File: config.mk
export PLATFORM = sky130hd
export DESIGN_NAME = sample_frame_loader_flat
export DESIGN_NICKNAME = d
export VERILOG_FILES = /design/src/rtl/sample_frame_loader_if.sv /design/src/rtl/sample_frame_loader.sv /design/src/flat_wrapper.sv
export SDC_FILE = /design/constraint.sdc
export NUM_CORES = 1
export LEC_CHECK = 0
export BUFFER_PORTS_ARGS = -buffer_cell sky130_fd_sc_hd__buf_2
export CAP_MARGIN = 40
export CORE_UTILIZATION = 40
export CTS_CLUSTER_DIAMETER = 60
export DETAILED_ROUTE_END_ITERATION = 7
export SLEW_MARGIN = 40
export SYNTH_ARGS = -nofsm -noshare
export SYNTH_HDL_FRONTEND = slang
export SYNTH_SLANG_ARGS = --single-unit
File: constraint.sdc
create_clock -name clk -period 1.8 [get_ports clk]
set_input_delay 0.09 -clock clk [delete_from_list [all_inputs] [get_ports clk]]
set_output_delay 0.09 -clock clk [all_outputs]
set_load 0.02 [all_outputs]
File: src/rtl/sample_frame_loader_if.sv
// Frame release handshake between the byte loader and the per-channel detectors.
// The loader drives data/valid; the detector side returns ready.
interface sample_frame_loader_if #(
    parameter int NUM_CHANNELS = 4,
    parameter int DATA_WIDTH   = 16
);
    logic [NUM_CHANNELS*DATA_WIDTH-1:0] frame_data;
    logic                               frame_valid;
    logic                               frame_ready;

    modport master (output frame_data, output frame_valid, input frame_ready);
    modport slave  (input frame_data, input frame_valid, output frame_ready);
endinterface

File: src/rtl/sample_frame_loader.sv
// Byte-serial frame receiver for the TT wrapper: loads MSB-first bytes, releases a
// frame on a read trigger, and returns the latched detector event of a selected channel.
module sample_frame_loader #(
    parameter int NUM_CHANNELS = 4,
    parameter int DATA_WIDTH   = 16
) (
    input  logic                    clk,
    input  logic                    rst_n,
    input  logic                    ena,
    input  logic                    wr_strobe,
    input  logic                    rd_trigger,
    input  logic [7:0]              byte_in,
    input  logic [1:0]              ch_sel,
    input  logic                    clr_status,
    sample_frame_loader_if.master   frame,
    input  logic                    event_valid,
    input  logic [NUM_CHANNELS-1:0] event_vec,
    output logic                    evt_out,
    output logic [3:0]              status
);
    localparam int W     = NUM_CHANNELS * DATA_WIDTH;
    localparam int BYTES = W / 8;
    localparam int CW    = $clog2(BYTES + 1);
    localparam logic [CW-1:0] FULL_CNT = CW'(BYTES);

    logic          wr_q, rd_q;
    logic          wr_pulse, rd_pulse;
    logic [W-1:0]  shift_reg, frame_data_r;
    logic          frame_valid_r;
    logic [CW-1:0] byte_cnt, cnt_eff;
    logic          frame_full;
    logic          release_ok, resync, drop_set;
    logic          wr_accept, overrun_set;
    logic          overrun, short_frame, drop;
    logic [3:0]    event_reg;

    always_comb begin
        wr_pulse    = ena & wr_strobe & ~wr_q;
        rd_pulse    = ena & rd_trigger & ~rd_q;
        frame_full  = (byte_cnt == FULL_CNT);
        release_ok  = rd_pulse & frame_full & ~frame_valid_r;
        resync      = rd_pulse & ~frame_full;
        drop_set    = rd_pulse & frame_full & frame_valid_r;
        // Release is resolved first, so a same-cycle write sees the post-release count.
        cnt_eff     = (release_ok | resync) ? '0 : byte_cnt;
        wr_accept   = wr_pulse & (cnt_eff != FULL_CNT);
        overrun_set = wr_pulse & (cnt_eff == FULL_CNT);
    end

    always_ff @(posedge clk or negedge rst_n) begin
        if (!rst_n) begin
            wr_q          <= 1'b0;
            rd_q          <= 1'b0;
            shift_reg     <= '0;
            byte_cnt      <= '0;
            frame_data_r  <= '0;
            frame_valid_r <= 1'b0;
            overrun       <= 1'b0;
            short_frame   <= 1'b0;
            drop          <= 1'b0;
            event_reg     <= '0;
            evt_out       <= 1'b0;
        end else if (ena) begin
            wr_q <= wr_strobe;
            rd_q <= rd_trigger;

            if (wr_accept) begin
                // Low W bits of the concatenation: works down to a single-byte frame.
                shift_reg <= W'({shift_reg, byte_in});
                byte_cnt  <= cnt_eff + 1'b1;
            end else begin
                byte_cnt  <= cnt_eff;
            end

            if (release_ok) begin
                frame_data_r  <= shift_reg;
                frame_valid_r <= 1'b1;
            end else if (frame_valid_r && frame.frame_ready) begin
                frame_valid_r <= 1'b0;
            end

            overrun     <= overrun_set | (overrun & ~clr_status);
            short_frame <= resync | (short_frame & ~clr_status);
            drop        <= drop_set | (drop & ~clr_status);

            if (event_valid) begin
                event_reg <= 4'(event_vec);
            end
            evt_out <= ({1'b0, ch_sel} < 3'(NUM_CHANNELS)) ? event_reg[ch_sel] : 1'b0;
        end
    end

    assign frame.frame_data  = frame_data_r;
    assign frame.frame_valid = frame_valid_r;
    assign status            = {drop, short_frame, overrun, frame_full};

endmodule

File: src/flat_wrapper.sv
// flat-port wrapper written by rule: the top's interface ports become plain ports
module sample_frame_loader_flat 
#(
    parameter int NUM_CHANNELS = 4,
    parameter int DATA_WIDTH   = 16
)
  (clk, rst_n, ena, wr_strobe, rd_trigger, byte_in, ch_sel, clr_status, event_valid, event_vec, evt_out, status, frame_frame_data, frame_frame_valid, frame_frame_ready);
  sample_frame_loader_if #(.NUM_CHANNELS(NUM_CHANNELS), .DATA_WIDTH(DATA_WIDTH)) frame_i ();
  input  logic clk;
  input  logic rst_n;
  input  logic ena;
  input  logic wr_strobe;
  input  logic rd_trigger;
  input  logic [7:0] byte_in;
  input  logic [1:0] ch_sel;
  input  logic clr_status;
  input  logic event_valid;
  input  logic [NUM_CHANNELS-1:0] event_vec;
  output logic evt_out;
  output logic [3:0] status;
  output wire logic [$bits(frame_i.frame_data)-1:0] frame_frame_data;
  output wire logic [$bits(frame_i.frame_valid)-1:0] frame_frame_valid;
  input wire logic [$bits(frame_i.frame_ready)-1:0] frame_frame_ready;
  assign frame_frame_data = frame_i.frame_data;
  assign frame_frame_valid = frame_i.frame_valid;
  assign frame_i.frame_ready = frame_frame_ready;
  sample_frame_loader #(.NUM_CHANNELS(NUM_CHANNELS), .DATA_WIDTH(DATA_WIDTH)) u_core (.clk(clk), .rst_n(rst_n), .ena(ena), .wr_strobe(wr_strobe), .rd_trigger(rd_trigger), .byte_in(byte_in), .ch_sel(ch_sel), .clr_status(clr_status), .frame(frame_i), .event_valid(event_valid), .event_vec(event_vec), .evt_out(evt_out), .status(status));
endmodule
Word-level counts from Yosys, hierarchy flattened
Index checks and enable logic that the tools add are counted.
{"block": "word_totals", "output_inout_bits": 70, "input_bits": 22, "register_bits": 143}
{"block": "classes", "magnitude_cmp": 1, "n_mux": 6, "bitwise_logic": 22, "eq_ne": 3, "n_reduce_logical": 6, "add_sub_neg": 1}
{"op": "$and A1 B1 Y1", "n": 13}
{"op": "$eq A4 B4 Y1 const B", "n": 2}
{"op": "$mux W4", "n": 2}
{"op": "$reduce_and A2 Y1", "n": 4}
{"op": "$not A1 Y1", "n": 5}
{"op": "$add A4 B1 Y4 const B", "n": 1}
{"op": "$ne A4 B4 Y1 const B", "n": 1}
{"op": "$or A1 B1 Y1", "n": 4}
{"op": "$lt A2 B3 Y1 const B", "n": 1}
{"op": "$mux W1", "n": 3}
{"op": "$bmux W1 S2", "n": 1}
{"op": "$reduce_bool A2 Y1", "n": 1}
{"op": "$logic_and A1 B1 Y1", "n": 1}

Depth between registers and ports, before layout
Gate-level depths: netlist (run 1).
{"block": "logic_depth", "depth_word": 9, "mapped_depth": 10}

Least setup slack after synthesis (run 1)
No wires, ideal clock.
{"block": "synth_timing", "path_kind": "flip-flop to flip-flop", "from": "register u_core.rd_q", "to": "register u_core.shift_reg[10]", "synth_period_minus_slack_ns": 1.944, "arrival_time_ns": 1.819, "path_stages_with_launch": 10, "path_slack_ns": -0.144, "cell_sequence": "dfrtp_1 > nand3b_1 > nand2_1 > ha_1 > nand3b_1 > a21oi_4 > nor2b_2 > buf_12 > buf_12 > mux2_4"}
{"block": "synth_between", "elab_chain_len": 9}
{"element": "start: declaration", "line": "sample_frame_loader.sv:26", "rtl": "logic wr_q, rd_q;"}
{"element": "start signal: assignment", "line": "sample_frame_loader.sv:65", "rtl": "rd_q <= rd_trigger;"}
{"element": "$not A1 Y1 (*)", "line": "sample_frame_loader.sv:39", "rtl": "rd_pulse = ena & rd_trigger & ~rd_q;"}
{"element": "$and A1 B1 Y1 (*)", "line": "sample_frame_loader.sv:39"}
{"element": "$and A1 B1 Y1 (2 in series)", "line": "sample_frame_loader.sv:41", "rtl": "release_ok = rd_pulse & frame_full & ~frame_valid_r;"}
{"element": "$or A1 B1 Y1 (*)", "line": "sample_frame_loader.sv:45", "rtl": "cnt_eff = (release_ok | resync) ? '0 : byte_cnt;"}
{"element": "$mux W4 (*)", "line": "sample_frame_loader.sv:45"}
{"element": "$ne A4 B4 Y1 (*)", "line": "sample_frame_loader.sv:46", "rtl": "wr_accept = wr_pulse & (cnt_eff != FULL_CNT);"}
{"element": "$and A1 B1 Y1 (*)", "line": "sample_frame_loader.sv:46"}
{"element": "$reduce_and A2 Y1 (no line) (*)"}
{"element": "end signal: assignment", "line": "sample_frame_loader.sv:69", "rtl": "shift_reg <= W'({shift_reg, byte_in});"}
{"element": "end: declaration", "line": "sample_frame_loader.sv:28", "rtl": "logic [W-1:0] shift_reg, frame_data_r;"}
Mark *: on every way between the ends. The rest lies on a longest branch, timed or not.
A chain may end at the register's enable or synchronous reset.

Worst setup path in the final report (run 1)
{"block": "layout_timing", "from": "register u_core.rd_q", "to": "register u_core.shift_reg[39]"}
The elaborated chain is that of the path after synthesis.

==> results of run 1 <==
-- where the power goes --
part / switching (mW) / internal [mW] / total [mW] / leakage, nW
Clock: 1.27 / 2.18 / 3.45 / 0.288
Combinational: 0.354 / 1.07 / 1.42 / 1.94
Sequential: 0.592 / 3.89 / 4.48 / 1.88
Total: 2.22 / 7.14 / 9.36 / 4.11
-- layer usage --
metal  track usage  vias to the layer above
met2         0.255                       74
met5             0                        -
met4        0.0686                        0
met1         0.227                     1725
met3        0.0581                       16
li1              -                     1530
-- worst reg2reg max path: stages (launching register included) --
cell and delay, ns:
dfrtp_1 0.37, nand3b_1 0.23, nand2_2 0.14, ha_4 0.13, nand3b_1 0.15, a21oi_4 0.19
nor2b_4 0.08, buf_12 0.15, clkbuf_16 0.17, mux2_4 0.29
-- worst max-delay path by stage --
stage / startpoint / end / slack [ns]
floorplan: u_core.rd_q / u_core.shift_reg[10] / -0.14
global placement: u_core.rd_q / u_core.shift_reg[63] / -0.12
detailed placement: u_core.rd_q / u_core.shift_reg[0] / -0.18
CTS: u_core.rd_q / u_core.shift_reg[33] / -0.18
global route: u_core.rd_q / u_core.shift_reg[31] / -0.32
finish: u_core.rd_q / u_core.shift_reg[39] / -0.22
-- kinds of logic after synthesis --
| group | count (synthesis) | share of synthesized area |
|---|---|---|
| compound gates | 10 | 0.0135 |
| xor+xnor | 1 | 0.00150 |
| fa+ha+maj | 2 | 0.00429 |
| buf+inv | 22 | 0.0406 |
| flops | 143 | 0.614 |
| mux | 136 | 0.303 |
| simple gates | 23 | 0.0230 |
-- area by class of cell --
cell class | instances | share of cell area
flip-flops and latches | 143 | 0.439
repair buffers | 161 | 0.181
inverters | 2 | 0.000920
well taps | 180 | 0.0276
clock buffers | 26 | 0.0612
multi-input cells | 172 | 0.281
clock inverters | 6 | 0.00981
-- cells in the mapped netlist (all sizes together) --
library cell	instances	area (sq um)
nand3b	2	15.0
nand4	1	6.26
o21ai	2	10.0
a21oi	2	21.3
mux2	135	1750
buf	19	225
nor4b	1	15.0
inv	2	7.51
clkbuf	1	3.75
nand3	1	5.00
mux4	1	22.5
a31o	1	8.76
nor2b	1	8.76
nand2	11	41.3
ha	2	25.0
xor2	1	8.76
dfrtp	143	3580
nor2	2	7.51
and2	1	6.26
a22o	1	10.0
and3b	2	17.5
o22ai	2	12.5
or3b	1	11.3
a21o	1	8.76
a211oi	1	7.51
-- per-stage QoR --
stage,area (sq um),setup slack (ns),TNS (ns),utilization,std cells
after global placement,6510,-0.123,-7.34,0.464,604
after global routing,8160,-0.320,-26.59,0.581,690
after CTS,7890,-0.181,-15.49,0.562,683
final,8160,-0.220,-16.64,0.581,690
after floorplan,5830,-0.139,-8.37,-,337
after detailed placement,6510,-0.177,-10.82,0.464,604
-- timing repair --
action                                  in CTS  in global routing
setup buffers                               21                  2
endpoints found under the setup margin     111                129
pin swaps                                    4                  2
resized for setup                           59                 37
cloned                                       9                  8
endpoints found under the hold margin       65                  0
hold buffers                                17                  0
==> flow_metrics.tcl, run 1 <==
set metrics [dict create \
    vias_per_cell 4.85 \
    grt_max_degree 52 \
    power_mw 9.36 \
    fin_ws_ns -0.220 \
    fillerInstances 1090 \
    register_area_sq_um 3580 \
    peakVddDrop_v 0.000802 \
    cpPeakStageDelay_ns 0.37 \
    slew_viol_final 0 \
    crit_top_cell "nand3b_1" \
    drtIter0Drc 121 \
    multiInputGateArea_sq_um 2290 \
    die_area_sq_um 15100 \
    crit_chain "nand3b_1 > nand2_2 > ha_4 > nand3b_1 > a21oi_4 > nor2b_4 > buf_12 > clkbuf_16 > mux2_4" \
    core_area_sq_um 14000 \
    status "finished with violations" \
    wl_met1_um 5760 \
    rows 43 \
    grt_pass1_wl_um 18800 \
    fin_skew_ns 0.00764 \
    hold_path_class "primary input to flop" \
    final_hold_viol_count 0 \
    worstPathMaxFanout 6 \
    max_freq_mhz 495 \
    synth-seq-cells 143 \
    period_needed_ns 2.02 \
    avgSynthCellArea_sq_um 17.3 \
    synth_fp_nets 361 \
    dr.pass1.iters 4 \
    critical_path_class "flop to flop" \
    min_path_cells 3 \
    cts_tree "done" \
    routed.top_layer "met4" \
    ys_seq_area_frac 0.614 \
    grt_antenna_before_repair 0 \
    drt-total-wl_um 12600 \
    max_slew.worst_pin.slew_ns 0.486 \
    synth_cell_types 29 \
    port_buffers 91 \
    num-nets-final 521 \
    num_antenna_cells 0 \
    power_density_nw_per_um2 1150 \
    grt_pass1_vias 3460 \
    wl_per_cell_um 18.2 \
    finalSetupViolCount 121 \
    hpwl_um 6420 \
    syn_area_sq_um 5830 \
    ant_nets 0 \
    cts_buffers 17 \
    timing.hold.ws_ns 0.0817 \
    crit_family "simple AND/OR/NAND/NOR gates" \
    cp.arrival_ns 2.32 \
    syn2layout_area_growth_pct 40.0 \
    path_buf_inv 2 \
    rr_endpoint "u_core.shift_reg[39]" \
    rr_worst_depth 9 \
    cts-root-buf "clkbuf_16" \
    layout-drive-gt1-share 0.629 \
    initial_core_util 0.415 \
    wl_met3_um 594 \
    slew_headroom 0.676 \
    cp.depth 9 \
    yosys_warnings 0 \
    endpoint_kind "flop" \
    maxCapViolations 0 \
    cts_max_level 4 \
    rrSetupSlack_ns -0.22 \
    die_h_um 123 \
    cellLeakagePower_nw 4.11 \
    final_common_cell "dfrtp_1" \
    gr-total-overflow 0 \
    die_x_um 123 \
    cpMaxStageDelayCell "dfrtp_1" \
    route.detailed.drc 0 \
    violations "setup timing" \
    clkSlewWorstSetupHoldPaths_ns 0.05 \
    rsz0062_at_grt "true" \
    gp_congestion 0.771 \
    holdCritStartpoint "ch_sel[1]" \
    cp.required_ns 2.10 \
    worstSkewPairLatency_ns 0.42 \
    final_cell_mix "dfrtp_1 (143), mux2_4 (124), buf_2 (90)" \
    synth_cells 337 \
    critical_path.startpoint_type "flop" \
    r2r-start "u_core.rd_q" \
    clock_path_buffers 2 \
    period_share 1.12 \
    hold_path_end "u_core.evt_out" \
    pin_count 92 \
    grt.total_usage 0.171 \
    cts_sinks 143 \
    dr_wl_met2_um 6020 \
    dr_total_vias 3345 \
]
Note: power is estimated with default switching activity, not from simulation.
==> inputs of run 2 (changes only) <==
--- a/config.mk
+++ b/config.mk
@@ -5,6 +5,7 @@
 export SDC_FILE = /design/constraint.sdc
 export NUM_CORES = 1
 export LEC_CHECK = 0
+export ABC_AREA = 1
 export BUFFER_PORTS_ARGS = -buffer_cell sky130_fd_sc_hd__buf_2
 export CAP_MARGIN = 40
 export CORE_UTILIZATION = 40
==> flow_metrics.tcl, run 2 <==
set metrics [dict create \
    synth_adder_area_share 0.00430 \
    period_needed_ns 1.88 \
    max_freq_mhz 532 \
    synthSimpleGateAreaFrac 0.127 \
    hpwl_um 7530 \
    placed_area_sq_um 6530 \
    place_inst 808 \
    grt_antenna_before_repair 0 \
    period_share 1.04 \
    yosysMostFrequentCell "dfrtp_1" \
    grt.busiest_layer "met2" \
    avgSynthCellArea_sq_um 10.6 \
    clock_path_buffers 2 \
    pin_count 92 \
    final_common_cell "dfrtp_1" \
    worstSkewPairLatency_ns 0.42 \
    port_buffers 91 \
    maxCapViolations 0 \
    synthTopCellsByArea "dfrtp_1 (62%), o21ai_2 (6.6%), nand2_1 (6.6%)" \
    num-nets-final 711 \
    synth_cells 550 \
    final_design_area_no_fill_sq_um 7960 \
    gr-total-overflow 0 \
    synth_cell_types 28 \
    rows 43 \
    worstPathMaxFanout 8 \
    grt_pass1_wl_um 19100 \
    syn_area_sq_um 5820 \
    final_hold_viol_count 0 \
    violations "setup timing" \
    initial_core_util 0.414 \
    synth_top_family_by_area "compound AO/OA/AOI/OAI gates" \
    synthFlopType "dfrtp_1" \
    core_area_sq_um 14000 \
    layout-drive-gt1-share 0.403 \
    grt_pass1_vias 4016 \
    synth_fp_nets 574 \
    cts_tree "done" \
    muxShareOfSynthArea 0.0194 \
    wl_per_cell_um 14.4 \
    use_met2 0.266 \
    num_antenna_cells 0 \
    drtIter0Drc 169 \
    fin_skew_ns 0.00589 \
    yosys_warnings 0 \
    setup_tns_ns -2.89 \
    async_flop_share 1.00 \
    critical_path_class "flop to flop" \
    pre_cts_ws_ns -0.0954 \
    timing.hold.ws_ns 0.0608 \
    ant_nets 0 \
    syn2layout_area_growth_pct 36.8 \
    synth_xor_area_frac 0.00151 \
    gp_congestion 0.736 \
    grt.total_usage 0.167 \
    die_area_sq_um 15000 \
    synthTopCellsByCount "dfrtp_1 (143), nand2_1 (102), o21ai_0 (71), inv_1 (69), o21ai_2 (44)" \
    cts_sinks 143 \
    grt_use_met1 0.207 \
    peakVddDrop_v 0.000719 \
    vias_per_cell 4.71 \
    synth_top_area_cell "dfrtp_1" \
    rr_worst_depth 12 \
    synth-seq-cells 143 \
    hold_path_class "primary input to flop" \
    finalSetupViolCount 57 \
    cp.required_ns 2.11 \
    drt-total-wl_um 12600 \
    power_density_nw_per_um2 1200 \
    dr_total_vias 4142 \
    critical_path.startpoint_type "flop" \
    final_cell_mix "dfrtp_1 (142), nand2_1 (91), buf_2 (90)" \
    min_path_cells 3 \
    die_x_um 123 \
    fin_ws_ns -0.0785 \
    die_h_um 123 \
    slew_viol_final 0 \
    ys_seq_area_frac 0.615 \
    fin_cells 879 \
    synth_top_area_share 0.615 \
    max_slew.worst_pin.slew_ns 0.714 \
    grt_max_degree 63 \
    endpoint_kind "flop" \
    cts_max_level 4 \
    synth_compound_area_frac 0.145 \
    synth_edf_count 0 \
    rsz0062_at_grt "true" \
    met3_usage 0.0516 \
    clkSlewWorstSetupHoldPaths_ns 0.06 \
    status "finished with violations" \
    cts_buffers 17 \
    cellLeakagePower_nw 3.99 \
    cp.arrival_ns 2.19 \
    route.detailed.drc 0 \
    slew_headroom 0.524 \
    dr.pass1.iters 4 \
    fillerInstances 1194 \
    cts-root-buf "clkbuf_16" \
]
-- run 2: cell types whose count changed in the layout (fill, tap and decap cells not counted), moves of 7 or more --
cell,before,now
o21ai_1,0,14
o21ai_0,2,63
nand2_4,0,24
buf_4,22,15
o21ai_2,0,48
nand2_1,8,91
inv_1,2,67
mux2_4,124,0
nand2_2,3,28
-- run 2: logic make-up after synthesis --
kind of cell,after synthesis
xor gates and xnor gates,1
AOI/OAI and AO/OA,132
muxes,10
and+or+nand+nor,161
DFF,143
buffers and inverters,101
adders and majority gates,2
-- run 2: power breakdown --
| group | switching (mW) | total (mW) | internal, mW | leakage [nW] |
|---|---|---|---|---|
| Combinational | 0.839 | 1.55 | 0.711 | 1.75 |
| Clock | 1.30 | 3.97 | 2.67 | 0.328 |
| Sequential | 0.348 | 4.02 | 3.68 | 1.91 |
| Total | 2.49 | 9.54 | 7.05 | 3.99 |
-- run 2: area by class of cell --
| cell class | instances | area (sq um) | area share |
|---|---|---|---|
| inverters | 70 | 275 | 0.0346 |
| repair buffers | 147 | 1210 | 0.152 |
| multi-input cells | 308 | 2000 | 0.251 |
| well taps | 180 | 225 | 0.0283 |
| clock buffers | 21 | 460 | 0.0578 |
| clock inverters | 10 | 208 | 0.0261 |
| flip-flops and latches | 143 | 3580 | 0.450 |
-- run 2: critical path: stages (launching register included) --
cell	delay [ns]
dfrtp_1	0.37
inv_2	0.06
nor2_4	0.10
nand2_2	0.07
o21bai_4	0.15
nand2_2	0.10
ha_4	0.17
and3_4	0.16
nand2_8	0.11
nand2_8	0.12
clkbuf_16	0.24
nand2_2	0.06
o21ai_2	0.04
-- run 2: per-layer routing --
metal / share of wire / vias up / wire [um]
met1: 0.43 / 2020 / 5470
met2: 0.51 / 89 / 6450
met5: 0 / - / 0
met4: 0.015 / 0 / 194
li1: - / 2017 / -
met3: 0.041 / 16 / 516
-- run 2: worst paths after layout --
check | startpoint | end | slack (ns)
setup / recovery | u_core.byte_cnt[3] | u_core.shift_reg[48] | -0.08
hold / removal | ena | u_core.evt_out | 0.06
setup reg to reg | u_core.byte_cnt[3] | u_core.shift_reg[48] | -0.08
hold reg to reg | u_core.frame.frame_data[53] | u_core.frame.frame_data[53] | 0.48
max in group asynchronous | rst_n | u_core.shift_reg[16] | 0.95
min in group asynchronous | rst_n | u_core.frame.frame_data[61] | 0.21
-- run 2: through the flow --
step	utilization	power (mW)
after detailed placement	0.465	5.30
final	0.567	9.54
after global placement	0.465	5.23
after global routing	0.567	10.0
after floorplan	-	4.87
after CTS	0.527	9.34
-- run 2: timing repair --
action / CTS / global route
pin swaps: 0 / 8
gates resized for setup: 0 / 61
cloned: 0 / 15
hold buffers: 20 / 0
hold endpoints to repair: 68 / 0
buffers inserted: 0 / 5
setup endpoints to repair: 66 / 68
